File: src/rtl/tx_arbiter_pkg.sv
`default_nettype none
// ============================================================================
// Module   : tx_arbiter_pkg
// Purpose  : Shared defaults, FSM encoding and counter width for tx_arbiter.
// Revision : 1.0
// ============================================================================
package tx_arbiter_pkg;

  localparam int NUM_CH_DEF = 4;
  localparam int DATA_W_DEF = 32;
  localparam int DROP_CNT_W = 16;

  typedef enum logic [0:0] {
    IDLE = 1'b0,
    SEND = 1'b1
  } arb_state_t;

endpackage
`default_nettype wire

File: src/rtl/tx_arbiter_if.sv
`default_nettype none
// ============================================================================
// Module   : tx_arbiter_if
// Purpose  : Granted-word handshake between tx_arbiter and the downstream mux.
// Revision : 1.0
// ============================================================================
interface tx_arbiter_if
  import tx_arbiter_pkg::*;
#(
  parameter int NUM_CH = NUM_CH_DEF,
  parameter int DATA_W = DATA_W_DEF
);
  localparam int CH_W = $clog2(NUM_CH);

  logic              tx_dv_out;
  logic [DATA_W-1:0] tx_data;
  logic [CH_W-1:0]   tx_chan;
  logic              tx_ready;

  modport master (output tx_dv_out, output tx_data, output tx_chan, input tx_ready);
  modport slave  (input tx_dv_out, input tx_data, input tx_chan, output tx_ready);

endinterface
`default_nettype wire

File: src/rtl/tx_arbiter_rr_select.sv
`default_nettype none
// ============================================================================
// Module   : rr_select
// Purpose  : Combinational round-robin pick, searching upward from last_grant+1.
// Revision : 1.0
// ============================================================================
module rr_select
  import tx_arbiter_pkg::*;
#(
  parameter int NUM_CH = NUM_CH_DEF,
  parameter int CH_W   = $clog2(NUM_CH)
) (
  input  logic [NUM_CH-1:0] pending,
  input  logic [CH_W-1:0]   last_grant,
  output logic [CH_W-1:0]   grant,
  output logic              any
);

  always_comb begin
    int idx;
    grant = '0;
    any   = |pending;
    // Walk from the farthest offset back to the nearest so the nearest hit wins.
    for (int off = NUM_CH; off >= 1; off--) begin
      idx = int'(last_grant) + off;
      if (idx >= NUM_CH) idx = idx - NUM_CH;
      if (pending[CH_W'(idx)]) grant = CH_W'(idx);
    end
  end

endmodule
`default_nettype wire

File: src/rtl/tx_arbiter.sv
`default_nettype none
// ============================================================================
// Module   : tx_arbiter
// Purpose  : Per-channel one-deep holding, round-robin grant to a ready/valid tx.
// Revision : 1.0
// ============================================================================
module tx_arbiter
  import tx_arbiter_pkg::*;
#(
  parameter int NUM_CH = NUM_CH_DEF,
  parameter int DATA_W = DATA_W_DEF
) (
  input  logic                     clk,
  input  logic                     reset,
  input  logic [NUM_CH-1:0]        req_dv,
  input  logic [NUM_CH*DATA_W-1:0] req_data,
  input  logic                     ovf_clr,
  output logic [NUM_CH-1:0]        ovf,
  output logic [DROP_CNT_W-1:0]    drop_cnt,
  tx_arbiter_if.master             tx
);

  localparam int CH_W = $clog2(NUM_CH);

  arb_state_t                     state;
  logic [CH_W-1:0]                last_grant;
  logic [NUM_CH-1:0]              pending;
  logic [NUM_CH-1:0][DATA_W-1:0]  hold;

  logic [NUM_CH-1:0]              clear_mask;
  logic [NUM_CH-1:0]              capture_mask;
  logic [NUM_CH-1:0]              drop_mask;
  logic [DROP_CNT_W:0]            drop_k;
  logic [DROP_CNT_W:0]            drop_sum;
  logic [CH_W-1:0]                rr_grant;
  logic                           rr_any;

  rr_select #(
    .NUM_CH (NUM_CH),
    .CH_W   (CH_W)
  ) u_rr_select (
    .pending    (pending),
    .last_grant (last_grant),
    .grant      (rr_grant),
    .any        (rr_any)
  );

  // A channel being accepted this cycle can take a fresh word without overflowing.
  always_comb begin
    clear_mask = '0;
    if (state == SEND && tx.tx_ready) clear_mask[tx.tx_chan] = 1'b1;
    capture_mask = req_dv & (~pending | clear_mask);
    drop_mask    = req_dv & pending & ~clear_mask;
    drop_k       = '0;
    for (int i = 0; i < NUM_CH; i++) begin
      drop_k = drop_k + {{DROP_CNT_W{1'b0}}, drop_mask[i]};
    end
    drop_sum = (ovf_clr ? {(DROP_CNT_W+1){1'b0}} : {1'b0, drop_cnt}) + drop_k;
  end

  always_ff @(posedge clk) begin
    if (reset) begin
      pending  <= '0;
      hold     <= '0;
      ovf      <= '0;
      drop_cnt <= '0;
    end else begin
      pending  <= (pending & ~clear_mask) | capture_mask;
      ovf      <= (ovf_clr ? {NUM_CH{1'b0}} : ovf) | drop_mask;
      drop_cnt <= drop_sum[DROP_CNT_W] ? {DROP_CNT_W{1'b1}} : drop_sum[DROP_CNT_W-1:0];
      for (int i = 0; i < NUM_CH; i++) begin
        if (capture_mask[i]) hold[i] <= req_data[i*DATA_W +: DATA_W];
      end
    end
  end

  always_ff @(posedge clk) begin
    if (reset) begin
      state        <= IDLE;
      last_grant   <= CH_W'(NUM_CH - 1);
      tx.tx_dv_out <= 1'b0;
      tx.tx_data   <= '0;
      tx.tx_chan   <= '0;
    end else begin
      case (state)
        IDLE: begin
          if (rr_any) begin
            tx.tx_data   <= hold[rr_grant];
            tx.tx_chan   <= rr_grant;
            tx.tx_dv_out <= 1'b1;
            state        <= SEND;
          end
        end
        SEND: begin
          if (tx.tx_ready) begin
            tx.tx_dv_out <= 1'b0;
            last_grant   <= tx.tx_chan;
            state        <= IDLE;
          end
        end
        default: state <= IDLE;
      endcase
    end
  end

endmodule
`default_nettype wire

File: src/flat_wrapper.sv
// flat-port wrapper written by rule: the top's interface ports become plain ports
module tx_arbiter_flat import tx_arbiter_pkg::*;
#(
  parameter int NUM_CH = NUM_CH_DEF,
  parameter int DATA_W = DATA_W_DEF
)
  (clk, reset, req_dv, req_data, ovf_clr, ovf, drop_cnt, tx_tx_dv_out, tx_tx_data, tx_tx_chan, tx_tx_ready);
  tx_arbiter_if #(.NUM_CH(NUM_CH), .DATA_W(DATA_W)) tx_i ();
  input  logic clk;
  input  logic reset;
  input  logic [NUM_CH-1:0] req_dv;
  input  logic [NUM_CH*DATA_W-1:0] req_data;
  input  logic ovf_clr;
  output logic [NUM_CH-1:0] ovf;
  output logic [DROP_CNT_W-1:0] drop_cnt;
  output wire logic [$bits(tx_i.tx_dv_out)-1:0] tx_tx_dv_out;
  output wire logic [$bits(tx_i.tx_data)-1:0] tx_tx_data;
  output wire logic [$bits(tx_i.tx_chan)-1:0] tx_tx_chan;
  input wire logic [$bits(tx_i.tx_ready)-1:0] tx_tx_ready;
  assign tx_tx_dv_out = tx_i.tx_dv_out;
  assign tx_tx_data = tx_i.tx_data;
  assign tx_tx_chan = tx_i.tx_chan;
  assign tx_i.tx_ready = tx_tx_ready;
  tx_arbiter #(.NUM_CH(NUM_CH), .DATA_W(DATA_W)) u_core (.clk(clk), .reset(reset), .req_dv(req_dv), .req_data(req_data), .ovf_clr(ovf_clr), .ovf(ovf), .drop_cnt(drop_cnt), .tx(tx_i));
endmodule
File: config.mk
export PLATFORM = sky130hd
export DESIGN_NAME = tx_arbiter_flat
export DESIGN_NICKNAME = d
export VERILOG_FILES = /design/src/rtl/tx_arbiter_pkg.sv /design/src/rtl/tx_arbiter_if.sv /design/src/rtl/tx_arbiter_rr_select.sv /design/src/rtl/tx_arbiter.sv /design/src/flat_wrapper.sv
export SDC_FILE = /design/constraint.sdc
export NUM_CORES = 1
export LEC_CHECK = 0
export ABC_AREA = 1
export BUFFER_PORTS_ARGS = -buffer_cell sky130_fd_sc_hd__buf_2
export CAP_MARGIN = 20
export CORE_UTILIZATION = 35
export DETAILED_ROUTE_END_ITERATION = 16
export SETUP_SLACK_MARGIN = 0.3
export SLEW_MARGIN = 10
export SYNTH_ARGS = -nofsm -noshare
export SYNTH_HDL_FRONTEND = slang
export SYNTH_HIERARCHICAL = 1
export SYNTH_SLANG_ARGS = --single-unit
export TNS_END_PERCENT = 50
File: constraint.sdc
create_clock -name clk -period 6.2 [get_ports clk]
set_clock_uncertainty 0.1 [all_clocks]
set_input_delay 0.31 -clock clk [delete_from_list [all_inputs] [get_ports clk]]
set_output_delay 0.31 -clock clk [all_outputs]
set_load 0.05 [all_outputs]
## Word level (Yosys, flattened, before mapping)

Index checks and enable logic that the tools add are counted.

| word-level totals | value |
|---|---|
| bits in latches | 0 |
| flip-flop bits (word level) | 190 |
| memories | 0 |
| bits in read-only memories | 0 |
| bits in writable memories | 0 |
| output and inout bits | 55 |

| operators by class | value |
|---|---|
| shifts and indexed selects | 0 |
| multipliers | 0 |
| $add $sub $neg | 12 |
| $lt $le $gt $ge | 11 |
| equal/unequal tests | 2 |
| reductions and logical operators | 6 |
| divide/modulo/power cells | 0 |
| multiplexer cells | 34 |
| bitwise gates (word level) | 10 |

Operator list:

| cell | count |
|---|---|
| 32-bit binary-select mux with 2-bit select | 1 |
| 17-bit by 1-bit adder with 17-bit output | 2 |
| 16-bit two-way mux | 2 |
| 32-bit two-way mux | 1 |
| 17-bit adder | 1 |
| 4-bit AND | 4 |
| 2-bit by 4-bit less-than comparator with 1-bit output, second input constant | 4 |
| 2-bit two-way mux | 8 |
| 1-bit two-way mux | 13 |
| 4-bit bitwise OR | 3 |
| 3-bit >= comparator, second input constant | 3 |
| 1-bit binary-select mux with 2-bit select | 4 |
| 4-bit two-way mux | 2 |
| 4-bit inverter | 2 |
| 2-bit by 1-bit subtractor with 2-bit output, second input constant | 4 |
| 2-bit by 2-bit adder with 3-bit output, second input constant | 2 |
| 2-bit by 3-bit less-than comparator with 1-bit output, second input constant | 2 |
| 2-bit AND reduction | 3 |
| 2-bit by 3-bit adder with 4-bit output, second input constant | 1 |
| 4-bit by 3-bit >= comparator with 1-bit output, second input constant | 1 |
| 1-bit case mux with 2 select lines | 2 |
| 4-bit OR reduction | 1 |
| 2-bit by 1-bit adder with 3-bit output, second input constant | 1 |
| 1-bit by 1-bit adder with 2-bit output | 1 |
| other kinds (6) | 7 |

## Logic depth before layout (Yosys ltp)

Gate-level depths: netlist of run 1.

| depth | value |
|---|---|
| depth in word-level cells | 12 |
| depth in mapped cells | 20 |

## Modules after synthesis

The synthesis of run 1 kept the hierarchy.

Modules (own cells, without submodules):

| module | area each (um2) | times used | cells each | sequential area each (um2) |
|---|---|---|---|---|
| tx_arbiter | 8104.0 | 1 | 1075 | 3803.6 |
| rr_select | 266.5 | 1 | 51 | 0.0 |

## Worst setup path before layout of run 1

OpenSTA, ideal clock, no wires.

| timing path | value |
|---|---|
| path kind | reg2reg |
| start point | register u_core.tx.tx_chan[0] |
| end point | register u_core.drop_cnt[6] |
| period minus slack after synthesis | 3326 ps |
| data arrival time | 3157 ps |
| data required time | 6031 ps |
| path buffers | 1 |
| slack | 2874 ps |
| stages on the path, launching flop included | 18 |
| path through | dfxtp_1 > nand2_1 > o21ai_2 > inv_1 > nand2_1 > inv_1 > fa_1 > inv_1 > fa_1 > inv_1 > fa_1 > nand4_1 > inv_1 > nand2_1 > inv_1 > nand2_2 > buf_6 > a21oi_2 |

| on the way | value |
|---|---|
| longest elaborated chain between the ends | 12 |

RTL lines:

| item | line | RTL |
|---|---|---|
| from (decl) | tx_arbiter_if.sv:20 | `modport master (output tx_dv_out, output tx_data, output tx_chan, input tx_ready);` |
| from (signal assigned) | tx_arbiter.sv:89 | `tx.tx_chan <= rr_grant;` |
| 2-bit by 3-bit less-than comparator with 1-bit output (implied by the code) / 2-bit by 1-bit >= comparator with 1-bit output (equally long branches) | tx_arbiter.sv:51 | `if (state == SEND && tx.tx_ready) clear_mask[tx.tx_chan] = 1'b1;` |
| 1-bit logical AND (implied by the code) | tx_arbiter.sv:51 |  |
| 1-bit two-way mux (implied by the code) | tx_arbiter.sv:51 |  |
| 1-bit demux with 2-bit select * | -- |  |
| 4-bit two-way mux * | tx_arbiter.sv:51 |  |
| 4-bit inverter * | tx_arbiter.sv:53 | `drop_mask = req_dv & pending & ~clear_mask;` |
| 4-bit AND * | tx_arbiter.sv:53 |  |
| 1-bit by 1-bit adder with 2-bit output | tx_arbiter.sv:56 | `drop_k = drop_k + {{DROP_CNT_W{1'b0}}, drop_mask[i]};` |
| 17-bit by 1-bit adder with 17-bit output | tx_arbiter.sv:56 |  |
| 17-bit by 1-bit adder with 17-bit output * | tx_arbiter.sv:56 |  |
| 17-bit adder * | tx_arbiter.sv:58 | `drop_sum = (ovf_clr ? {(DROP_CNT_W+1){1'b0}} : {1'b0, drop_cnt}) + drop_k;` |
| 16-bit two-way mux * | tx_arbiter.sv:70 | `drop_cnt <= drop_sum[DROP_CNT_W] ? {DROP_CNT_W{1'b1}} : drop_sum[DROP_CNT_W-1:0];` |
| to (signal assigned) | tx_arbiter.sv:70 |  |
| to (decl) | tx_arbiter.sv:19 | `output logic [DROP_CNT_W-1:0] drop_cnt,` |

Mark *: on every way between the ends. The rest lies on a longest branch, timed or not.
A chain may end at the register's enable or synchronous reset.

## Worst setup path in the final report of run 1

| timing path | value |
|---|---|
| start point | register u_core.state |
| end point | register u_core.drop_cnt[11] |

| on the way | value |
|---|---|
| longest elaborated chain between the ends | 9 |

RTL lines:

| item | line | RTL |
|---|---|---|
| from (decl) | tx_arbiter.sv:25 | `arb_state_t state;` |
| from (signal assigned) | tx_arbiter.sv:79 | `state <= IDLE;` |
| from (signal assigned) | tx_arbiter.sv:91 | `state <= SEND;` |
| from (signal assigned) | tx_arbiter.sv:98 | `state <= IDLE;` |
| 1-bit logical AND * | tx_arbiter.sv:51 |  |
| 4-bit two-way mux * | tx_arbiter.sv:51 |  |
| 4-bit inverter * | tx_arbiter.sv:53 |  |
| 4-bit AND * | tx_arbiter.sv:53 |  |
| 1-bit by 1-bit adder with 2-bit output | tx_arbiter.sv:56 |  |
| 17-bit by 1-bit adder with 17-bit output | tx_arbiter.sv:56 |  |
| 17-bit by 1-bit adder with 17-bit output * | tx_arbiter.sv:56 |  |
| 17-bit adder * | tx_arbiter.sv:58 |  |
| 16-bit two-way mux * | tx_arbiter.sv:70 |  |

Marked as above.

==> results.md, run 1 <==
- Status: finished, final reports clean
- 1st-pass router iterations: 5
- Core Region: 23,500 µm²
- PortBufs: 190
- Ys async rst share: 0
- Starting Density: 0.357
- Die width: 157 µm
- Max cap viols: 0
- Storage element area: 3800 µm²
- Worst skew pair latency: 0.42 ns
- Reg2reg end: u_core/drop_cnt[11]$_SDFF_PP0_
- Number of synthesized flops with an enable pin: 0
- Hold path cells: 3
- Beginning of the critical path: u_core/state$_SDFF_PP0_
- IO Count: 191
- Final period util: 0.582
- Layout Nets: 1,406
- Total CTS buffers: 17
- Max VDD drop: 0.202 mV
- GR Util All Layers: 0.189
- Die area: 24,500 µm²
- Synthesized netlist cell count: 1,126
- Final hold violation count: 0
- Post-CTS setup repair buffer count: 0
- CP Capture Type: flip-flop
- Sequential share of the synthesized area: 0.454
- Worst Path Arrival: 3.88 ns
- Final cell count without fillers: 1,601
- Reg2reg setup slack: 2.59 ns
- Yosys cell types: 34
- Multi-input gate area: 3610 µm²
- Hold_buf cts: 0
- Share of layout cells above drive strength 1: 0.217
- Syn Std Cell Area: 8370 µm²
- Pin count of the biggest net entering global routing: 112
- GPL Wtd Cong: 0.784
- Synth top area cells: dfxtp_1 (45%), o21ai_0 (8.5%), nor2_1 (7.4%)
- GRT overflow: 0
- Synth top area share: 0.454
- DR vias/cell: 4.82
- Min cycle time layout: 3.61 ns
- First-pass GRT wire length: 36,000 µm
- Final setup violation count: 0
- Antenna violations before repair: 6
- Wirelength per Cell: 14.4 µm
- LEAKAGE: 4.63 nW
- HP Class: in -> reg
- Hold path startpoint: req_data[91]
- Fillcell total: 2,471
- H-tree depth: 4
- CTS Root Cell: clkbuf_16
- Cts repair resizes: 0
- FMAX: 277 MHz
- Crit path max fanout: 15
- Utilization after layout: 0.425
- Post-Layout Inst Area: 9980 µm²
- Ys flop type: dfxtp_1
- Yosys synthesis warning count: 6
- Vias in the first global route: 6,884
- Die Y: 157 µm
- Crit path kind: reg -> reg
- Worst-path clk slew: 0.07 ns
- Power per Cell Area: 329 nW/µm²
- Placed Cells: 1,565
- Crit start category: flip-flop
- Total power: 3.28 mW
- Post-Syn Nets: 1,266
- Dpl cell area: 9370 µm²
- Flops & latches, synth: 190
- Req. time, crit path: 6.47 ns
- Antenna Nets Post-Route: 0
- Detailed router's first-iteration violation count: 555
- CTS tree: built
- Detailed Place HPWL: 15,700 µm
- Reg2reg path depth: 20
- Syn_area_per_cell: 7.43 µm²
- Hold Path End: u_core/hold[91]$_SDFFE_PP0P_
- CTS Buffer Depth: 2
- Rel. slew slack: 0.357
- Max Slew Vio Count: 0
- Reg-to-reg startpoint: u_core/state$_SDFF_PP0_
- DR DRC count: 0
- Worst-Margin Slew: 0.964 ns
- DR vias: 7,710
- Final WL: 23,000 µm
- Clk sinks: 190
- Setup TNS: 0 ns
- Dominant cell type by area after synthesis: dfxtp_1
- P&R area growth vs syn: 19.2%
- RSZ-0062 raised after global routing: no
- Core Rows: 56
-- registers in the layout, indices dropped and copies added, names as in the netlist --
register / count
u_core/ovf: 4
u_core/tx.tx_dv_out: 1
u_core/drop_cnt: 16
u_core/last_grant: 2
u_core/tx.tx_data: 32
u_core/hold: 128
u_core/state: 1
u_core/tx.tx_chan: 2
u_core/pending: 4
-- cell usage after synthesis, types with 2 or more instances --
cell type / n
a21oi_1: 101
a21oi_2: 9
a31oi_2: 2
buf_1: 5
buf_2: 22
buf_4: 4
buf_6: 12
clkbuf_1: 33
dfxtp_1: 190
fa_1: 3
inv_1: 140
inv_2: 5
inv_4: 2
nand2_1: 101
nand2_2: 14
nand2_4: 3
nand3_1: 59
nand4_1: 5
nor2_1: 166
nor3_1: 2
o211ai_1: 64
o21ai_0: 142
o21ai_1: 21
o21ai_2: 7
or2_2: 2
xnor2_1: 2
xor2_1: 3
-- layout by cell type (no fill, tap or decap) --
cell type and count:
a21oi_4 1, xor2_1 3, o21ai_0 142, o21ai_2 7, clkbuf_16 17, fa_1 3
clkinv_2 1, nand2_1 100, inv_1 140, a21oi_2 8, nor2_2 1, clkinv_8 1
nor2_4 1, nand2_4 4, buf_12 1, inv_2 5, nor3_1 2, or2_2 2
dfxtp_1 190, ha_1 1, nand3b_1 1, xnor2_1 2, diode_2 3, buf_4 6
nand2_2 14, a21oi_1 101, nand4_1 5, clkinvlp_4 1, inv_8 5, clkinv_4 6
or2_1 1, nand3_1 59, o211ai_1 64, o21ai_1 21, a31oi_2 2, o21bai_1 1
nor2_1 165, inv_6 2, inv_4 3, buf_2 190
-- worst max path at each step --
stage | to | slack [ns] | cells past startpoint
2_1_floorplan | u_core/drop_cnt[6]$_SDFF_PP0_ | 2.87 | 17
3_3_place_gp | u_core/drop_cnt[11]$_SDFF_PP0_ | 2.71 | 20
3_5_place_dp | u_core/drop_cnt[11]$_SDFF_PP0_ | 2.60 | 20
4_1_cts | u_core/drop_cnt[11]$_SDFF_PP0_ | 2.57 | 20
5_1_grt | u_core/drop_cnt[15]$_SDFF_PP0_ | 2.23 | 20
6_report | u_core/drop_cnt[11]$_SDFF_PP0_ | 2.59 | 20
-- worst max-delay path, cell delays in order, from the launching register on --
cell     delay [ns]
dfxtp_1        0.46
nand2_2        0.14
inv_2          0.08
nand2_1        0.07
o21ai_2        0.15
inv_1          0.07
nand2_1        0.07
inv_1          0.05
fa_1           0.50
inv_1          0.06
fa_1           0.40
inv_1          0.09
fa_1           0.21
nand4_1        0.17
inv_1          0.16
nand2_1        0.09
inv_1          0.08
nand2_2        0.26
nand3_1        0.19
nand2_1        0.06
inv_1          0.07
-- area by class of cell --
class                      count  area share
clock inverter                15      0.0151
clock buffer                  17      0.0426
timing repair buffer         197       0.102
multi-input combinational    711       0.361
tap                          319      0.0400
antenna                        3    0.000753
inverter                     149      0.0569
sequential                   190       0.381
-- report_power, final --
| group | leakage, nW | switching, mW | internal [mW] |
|---|---|---|---|
| Combinational | 2.77 | 0.573 | 0.240 |
| Sequential | 1.57 | 0.0561 | 1.34 |
| Clock | 0.281 | 0.538 | 0.538 |
| Total | 4.63 | 1.17 | 2.11 |
-- metal layers --
metal,vias up,GRT usage,wire [µm]
met3,15,0.0534,1440
li1,3985,-,-
met4,6,0.0397,140
met1,3524,0.241,10600
met2,180,0.317,10800
met5,-,0,41
-- cell families after synthesis --
kind of cell             after synthesis  share of synthesized area
AND/OR/NAND/NOR                      355                      0.178
AO/OA/AOI/OAI                        347                      0.236
XOR/XNOR                               5                    0.00523
buffers and inverters                225                      0.117
flip-flops                           190                      0.454
adder cells (fa/ha/maj)                4                    0.00867
-- metrics by stage --
step / setup WS, ns / hold slack (ns)
after floorplan: 2.87 / 0.329
after global placement: 2.71 / 0.341
after detailed placement: 2.60 / 0.344
after CTS: 2.57 / 0.00996
after global routing: 2.23 / 0.0227
final: 2.59 / 0.0315
Power figures use the tool's default switching activity.
==> run 2, diff against run 1 <==
--- a/config.mk
+++ b/config.mk
@@ -5,7 +5,7 @@
 export SDC_FILE = /design/constraint.sdc
 export NUM_CORES = 1
 export LEC_CHECK = 0
-export ABC_AREA = 1
+export ABC_AREA = 0
 export BUFFER_PORTS_ARGS = -buffer_cell sky130_fd_sc_hd__buf_2
 export CAP_MARGIN = 20
 export CORE_UTILIZATION = 35
==> constraint.sdc (replaced) <==
create_clock -name clk -period 3.6 [get_ports clk]
set_clock_uncertainty 0.1 [all_clocks]
set_input_delay 0.18 -clock clk [delete_from_list [all_inputs] [get_ports clk]]
set_output_delay 0.18 -clock clk [all_outputs]
set_load 0.05 [all_outputs]
==> run 2 against run 1 <==
Non-clock buffer count grew 140; routed wire length decreased by 1.8%; first-iteration DRC count down 48%; utilization grew 7.7 points; maximum frequency increased by 16%.
==> results.md, run 2 <==
- Final hold violation count: 0
- Wirelength per Cell: 16.0 µm
- Total power: 5.10 mW
- Detailed Place HPWL: 13,600 µm
- H-tree depth: 4
- PortBufs: 190
- Power per Cell Area: 459 nW/µm²
- DR vias/cell: 4.85
- Number of synthesized flops with an enable pin: 0
- Syn_area_per_cell: 9.77 µm²
- P&R area growth vs syn: 39.2%
- Worst-path clk slew: 0.07 ns
- Antenna Nets Post-Route: 0
- Worst-Margin Slew: 0.981 ns
- LEAKAGE: 4.73 nW
- Antenna violations before repair: 1
- Final cell count without fillers: 1,411
- Post-Syn Nets: 956
- Setup TNS: 0 ns
- GR Util All Layers: 0.195
- Final period util: 0.868
- Die area: 23,400 µm²
- Layout Nets: 1,257
- Max cap viols: 0
- Crit-path slowest cell: fa_1
- Core Rows: 54
- Dpl cell area: 9130 µm²
- Sequential share of the synthesized area: 0.477
- HP Class: in -> reg
- Dominant cell type by area after synthesis: dfxtp_1
- Share of layout cells above drive strength 1: 0.259
- Leading registers by flop count: u_core/hold x128, u_core/tx.tx_data x32, u_core/drop_cnt x16
- Most frequent cells in the layout: buf_2 (189), dfxtp_1 (188), nand2_1 (149), dlygate4sd3_1 (132), nor2_1 (112)
- Ys async rst share: 0
- FMAX: 320 MHz
- Post-Layout Inst Area: 11,100 µm²
- Vias in the first global route: 6,770
- Syn Std Cell Area: 7970 µm²
- Min cycle time layout: 3.12 ns
- Clk sinks: 190
- CTS Root Cell: clkbuf_16
- Starting Density: 0.361
- Status: finished, final reports clean
- Total CTS buffers: 17
- Crit start category: flip-flop
- Crit path kind: reg -> reg
- Ys flop type: dfxtp_1
- DR vias: 6,842
- CP Capture Type: flip-flop
- Yosys synthesis warning count: 6
- Slowest stage delay, CP: 0.53 ns
- Synthesized netlist cell count: 816
- Count leader, synth: dfxtp_1
- RSZ-0062 raised after global routing: no
- Worst Path Arrival: 3.36 ns
- Final WL: 22,600 µm
- Placed Cells: 1,243
- Critical-path cell list: and4bb_2 -> nor2_1 -> nand2_1 -> inv_1 -> fa_1 -> inv_1 -> fa_2 -> inv_2 -> fa_2 -> nand2_4 -> nor3_4 -> buf_6 -> a31oi_1 -> a311oi_1
- Max Slew Vio Count: 0
- Die Y: 153 µm
- GPL Wtd Cong: 0.805
- Pin count of the biggest net entering global routing: 124
- Worst skew pair latency: 0.43 ns
- IO Count: 191
- Synth top area share: 0.477
- Synth top cells by count: dfxtp_1 (190), nand2_1 (151), nor2_1 (112)
- Max VDD drop: 0.267 mV
- Flops & latches, synth: 190
- Die width: 153 µm
- Reg2reg setup slack: 0.48 ns
- CTS tree: built
- Req. time, crit path: 3.83 ns
- Fillcell total: 2,093
- Number of flip-flops in the largest register: 128
- Detailed router's first-iteration violation count: 286
- Rel. slew slack: 0.344
- Largest delay contributor family on the critical path: adder cells
- Yosys cell types: 50
- First-pass GRT wire length: 35,900 µm
- CTS Buffer Depth: 2
- DR DRC count: 0
- Buf+Inv Stages, Crit Path: 4
- Largest register by flop count: u_core/hold
- Crit path max fanout: 7
- Synth top area cells: dfxtp_1 (48%), mux2i_1 (12%), mux4_2 (9.0%)
- Commonest non-fill, non-tap cell in the layout: buf_2
- GRT overflow: 0
- Core Region: 22,100 µm²
- Final setup violation count: 0
- 1st-pass router iterations: 4
-- run 2: cell count changes in the layout (fill, tap and decap cells not counted), moves of 49 or more --
| cell | previous run | this run |
|---|---|---|
| dlygate4sd3_1 | 0 | 132 |
| inv_1 | 140 | 7 |
| mux2i_1 | 0 | 99 |
| nand2_1 | 100 | 149 |
| nand3_1 | 59 | 3 |
| nor2_1 | 165 | 112 |
| o211ai_1 | 64 | 0 |
| o21ai_0 | 142 | 5 |
-- run 2: report_power, final --
part | total [mW] | leakage [nW] | switching (mW) | internal [mW]
Sequential | 2.30 | 1.56 | 0.0707 | 2.23
Clock | 1.88 | 0.278 | 0.893 | 0.985
Combinational | 0.922 | 2.89 | 0.510 | 0.412
Total | 5.10 | 4.73 | 1.47 | 3.62
-- run 2: what timing repair did --
action | 4_1_cts | 5_1_grt
hold buffers | 132 | 0
gates resized for setup | 0 | 13
pin swaps | 1 | 7
endpoints found under the hold margin | 134 | 0
setup endpoints to repair | 10 | 16
buffers inserted | 0 | 3
-- run 2: layer usage --
| layer | track usage | wire length, µm | up-vias |
|---|---|---|---|
| met5 | 0 | 0 | - |
| met4 | 0.0486 | 214 | 0 |
| met3 | 0.0397 | 1060 | 14 |
| met2 | 0.322 | 10700 | 179 |
| met1 | 0.260 | 10600 | 3251 |
| li1 | - | - | 3398 |
-- run 2: worst register-to-register path: stages (launching register included) --
cell and delay, ns:
dfxtp_4 0.37, and4bb_2 0.35, nor2_1 0.07, nand2_1 0.10
inv_1 0.07, fa_1 0.53, inv_1 0.05, fa_2 0.34
inv_2 0.07, fa_2 0.25, nand2_4 0.09, nor3_4 0.26
buf_6 0.14, a31oi_1 0.07, a311oi_1 0.20
-- run 2: area by class of cell --
| class | instances | area (µm²) | area share |
|---|---|---|---|
| Timing Repair Buffer | 337 | 2420 | 0.218 |
| Clock buffer | 18 | 429 | 0.0387 |
| Clock inverter | 14 | 154 | 0.0139 |
| Antenna cell | 1 | 2.50 | 0.000225 |
| Sequential cell | 190 | 3810 | 0.343 |
| Inverter | 9 | 33.8 | 0.00304 |
| Tap cell | 280 | 350 | 0.0316 |
| Multi-Input combinational cell | 562 | 3900 | 0.351 |
-- run 2: logic make-up after synthesis --
logic type | Yosys count | synth area share
muxes | 132 | 0.216
DFF | 190 | 0.477
AOI/OAI and AO/OA | 108 | 0.0785
buffers and inverters | 64 | 0.0444
adders and majority gates | 4 | 0.00910
xor gates and xnor gates | 8 | 0.00879
and+or+nand+nor | 310 | 0.166
-- run 2: final timing paths --
| path | from | end | cells after the start |
|---|---|---|---|
| setup / recovery | u_core/tx.tx_chan[1]$_SDFFE_PP0P_ | u_core/drop_cnt[14]$_SDFF_PP0_ | 14 |
| hold reg to reg | u_core/tx.tx_data[31]$_SDFFE_PP0P_ | u_core/tx.tx_data[31]$_SDFFE_PP0P_ | 2 |
| hold / removal | tx_tx_ready | u_core/state$_SDFF_PP0_ | 3 |
| setup reg to reg | u_core/tx.tx_chan[1]$_SDFFE_PP0P_ | u_core/drop_cnt[14]$_SDFF_PP0_ | 14 |
-- run 2: stage by stage --
step / util / setup slack, ns / hold slack, ns
after floorplan: - / 0.367 / 0.197
after global placement: 0.413 / 0.290 / 0.312
after detailed placement: 0.413 / 0.264 / 0.320
after CTS: 0.499 / 0.299 / 0.0191
after global routing: 0.502 / 0.335 / 0.0446
final: 0.502 / 0.477 / 0.0525
==> run 3, diff against run 2 <==
--- a/config.mk
+++ b/config.mk
@@ -8,6 +8,7 @@
 export ABC_AREA = 0
 export BUFFER_PORTS_ARGS = -buffer_cell sky130_fd_sc_hd__buf_2
 export CAP_MARGIN = 20
+export CORE_ASPECT_RATIO = 0.8
 export CORE_UTILIZATION = 35
 export DETAILED_ROUTE_END_ITERATION = 16
 export SETUP_SLACK_MARGIN = 0.3
==> run 3 against run 2 <==
Worst hold slack got worse by 0.029 ns; combinational power rose by 1%; register-to-register slack barely moved; sequential power barely moved; sequential cell count did not move; global-route usage rose by 0.83 points; critical path type unchanged.
==> results.md, run 3 (same netlist as run 2, synthesis figures left out) <==
- Status: finished, final reports clean
- Total power: 5.10 mW
- Max cap viols: 0
- IO Count: 191
- Die area: 23,400 µm²
- GPL Wtd Cong: 0.819
- GRT overflow: 0
- Crit start category: flip-flop
- Starting Density: 0.363
- Power per Cell Area: 457 nW/µm²
- DR DRC count: 0
- Core Rows: 48
- Worst-Margin Slew: 1.03 ns
- CTS tree: built
- Share of layout cells above drive strength 1: 0.261
- Final setup violation count: 0
- Final WL: 23,500 µm
- Crit path kind: reg -> reg
- Die Y: 137 µm
- Core Region: 22,000 µm²
- Detailed router's first-iteration violation count: 343
- Die width: 171 µm
- Vias in the first global route: 6,841
- Leading registers by flop count: u_core/hold x128, u_core/tx.tx_data x32, u_core/drop_cnt x16
- HP Class: in -> reg
- Worst Path Arrival: 3.35 ns
- Most frequent cells in the layout: buf_2 (189), dfxtp_1 (188), nand2_1 (149), dlygate4sd3_1 (132), nor2_1 (112)
- Max Slew Vio Count: 0
- Setup TNS: 0 ns
- Commonest non-fill, non-tap cell in the layout: buf_2
- PortBufs: 190
- Final hold violation count: 0
- Worst skew pair latency: 0.43 ns
- Final period util: 0.867
- Largest register by flop count: u_core/hold
- Antenna violations before repair: 2
- Rel. slew slack: 0.313
- P&R area growth vs syn: 40.0%
- Max VDD drop: 0.280 mV
- CP Capture Type: flip-flop
- Number of flip-flops in the largest register: 128
- Total CTS buffers: 17
- FMAX: 320 MHz
- Beginning of the critical path: u_core/tx.tx_chan[0]$_SDFFE_PP0P_
- DR vias: 6,900
- Layout Nets: 1,260
- Min cycle time layout: 3.12 ns
- Req. time, crit path: 3.83 ns
- Clk sinks: 190
- GR Util All Layers: 0.203
- DR vias/cell: 4.81
- First-pass GRT wire length: 36,300 µm
- Crit path max fanout: 7
- Worst-path clk slew: 0.07 ns
- LEAKAGE: 4.74 nW
- Antenna Nets Post-Route: 0
- Reg-to-reg startpoint: u_core/tx.tx_chan[0]$_SDFFE_PP0P_
- RSZ-0062 raised after global routing: no
- Hold path startpoint: tx_tx_ready
- CTS Root Cell: clkbuf_16
- Wirelength per Cell: 16.4 µm
- Pin count of the biggest net entering global routing: 107
- 1st-pass router iterations: 4
- CTS Buffer Depth: 2
- Detailed Place HPWL: 14,400 µm
- H-tree depth: 4
[run 3: worst max-delay path: stages, from the launching register on]
cell	delay, ns
dfxtp_4	0.37
and4bb_2	0.33
nor2_1	0.06
nand2_1	0.10
inv_1	0.07
fa_1	0.53
inv_1	0.05
fa_2	0.35
inv_2	0.07
fa_2	0.25
nand2_4	0.09
nor3_4	0.25
buf_6	0.13
a31oi_1	0.07
a311oi_1	0.22
[run 3: cell type report]
class                           instances  area [µm²]
Antenna cell                            2        5.00
Clock buffer                           18         439
Clock inverter                         13         135
Fill cell                            2053       10800
Inverter                                9        33.8
Multi-Input combinational cell        562        3900
Sequential cell                       190        3810
Tap cell                              300         375
Timing Repair Buffer                  340        2470
[run 3: path summary, 6_finish.rpt]
path | cells past startpoint | slack [ns] | endpoint
max reg2reg | 14 | 0.48 | u_core/drop_cnt[14]$_SDFF_PP0_
max | 14 | 0.48 | u_core/drop_cnt[14]$_SDFF_PP0_
min | 3 | 0.02 | u_core/last_grant[1]$_SDFFE_PP1P_
min reg2reg | 2 | 0.35 | u_core/tx.tx_data[7]$_SDFFE_PP0P_
[run 3: power by group]
| part | leakage [nW] | internal [mW] | total (mW) | switching (mW) |
|---|---|---|---|---|
| Combinational | 2.91 | 0.422 | 0.934 | 0.512 |
| Clock | 0.271 | 0.988 | 1.87 | 0.878 |
| Sequential | 1.56 | 2.23 | 2.30 | 0.0737 |
| Total | 4.74 | 3.64 | 5.10 | 1.46 |
[run 3: repair_timing]
item,CTS,global route
gates resized for setup,0,14
hold buffers,132,0
pin swaps,1,8
hold endpoints to repair,134,0
buffers inserted,0,4
cloned,0,0
endpoints found under the setup margin,4,16
[run 3: layer usage]
layer	vias to the layer above	wire length [µm]	track usage
met5	-	0	0
met4	0	338	0.0626
met3	25	1220	0.0451
met2	187	10800	0.321
met1	3279	11100	0.275
li1	3409	-	-
[run 3: metrics by stage]
stage	setup WS (ns)	cell area (µm²)	hold WS [ns]	instances	utilization
global route	0.301	11200	0.0198	1434	0.508
floorplan	0.367	7980	0.197	816	-
finish	0.478	11200	0.0240	1434	0.508
CTS	0.270	11100	0.00622	1428	0.504
detailed placement	0.251	9190	0.322	1265	0.418
global placement	0.323	9190	0.311	1265	0.418
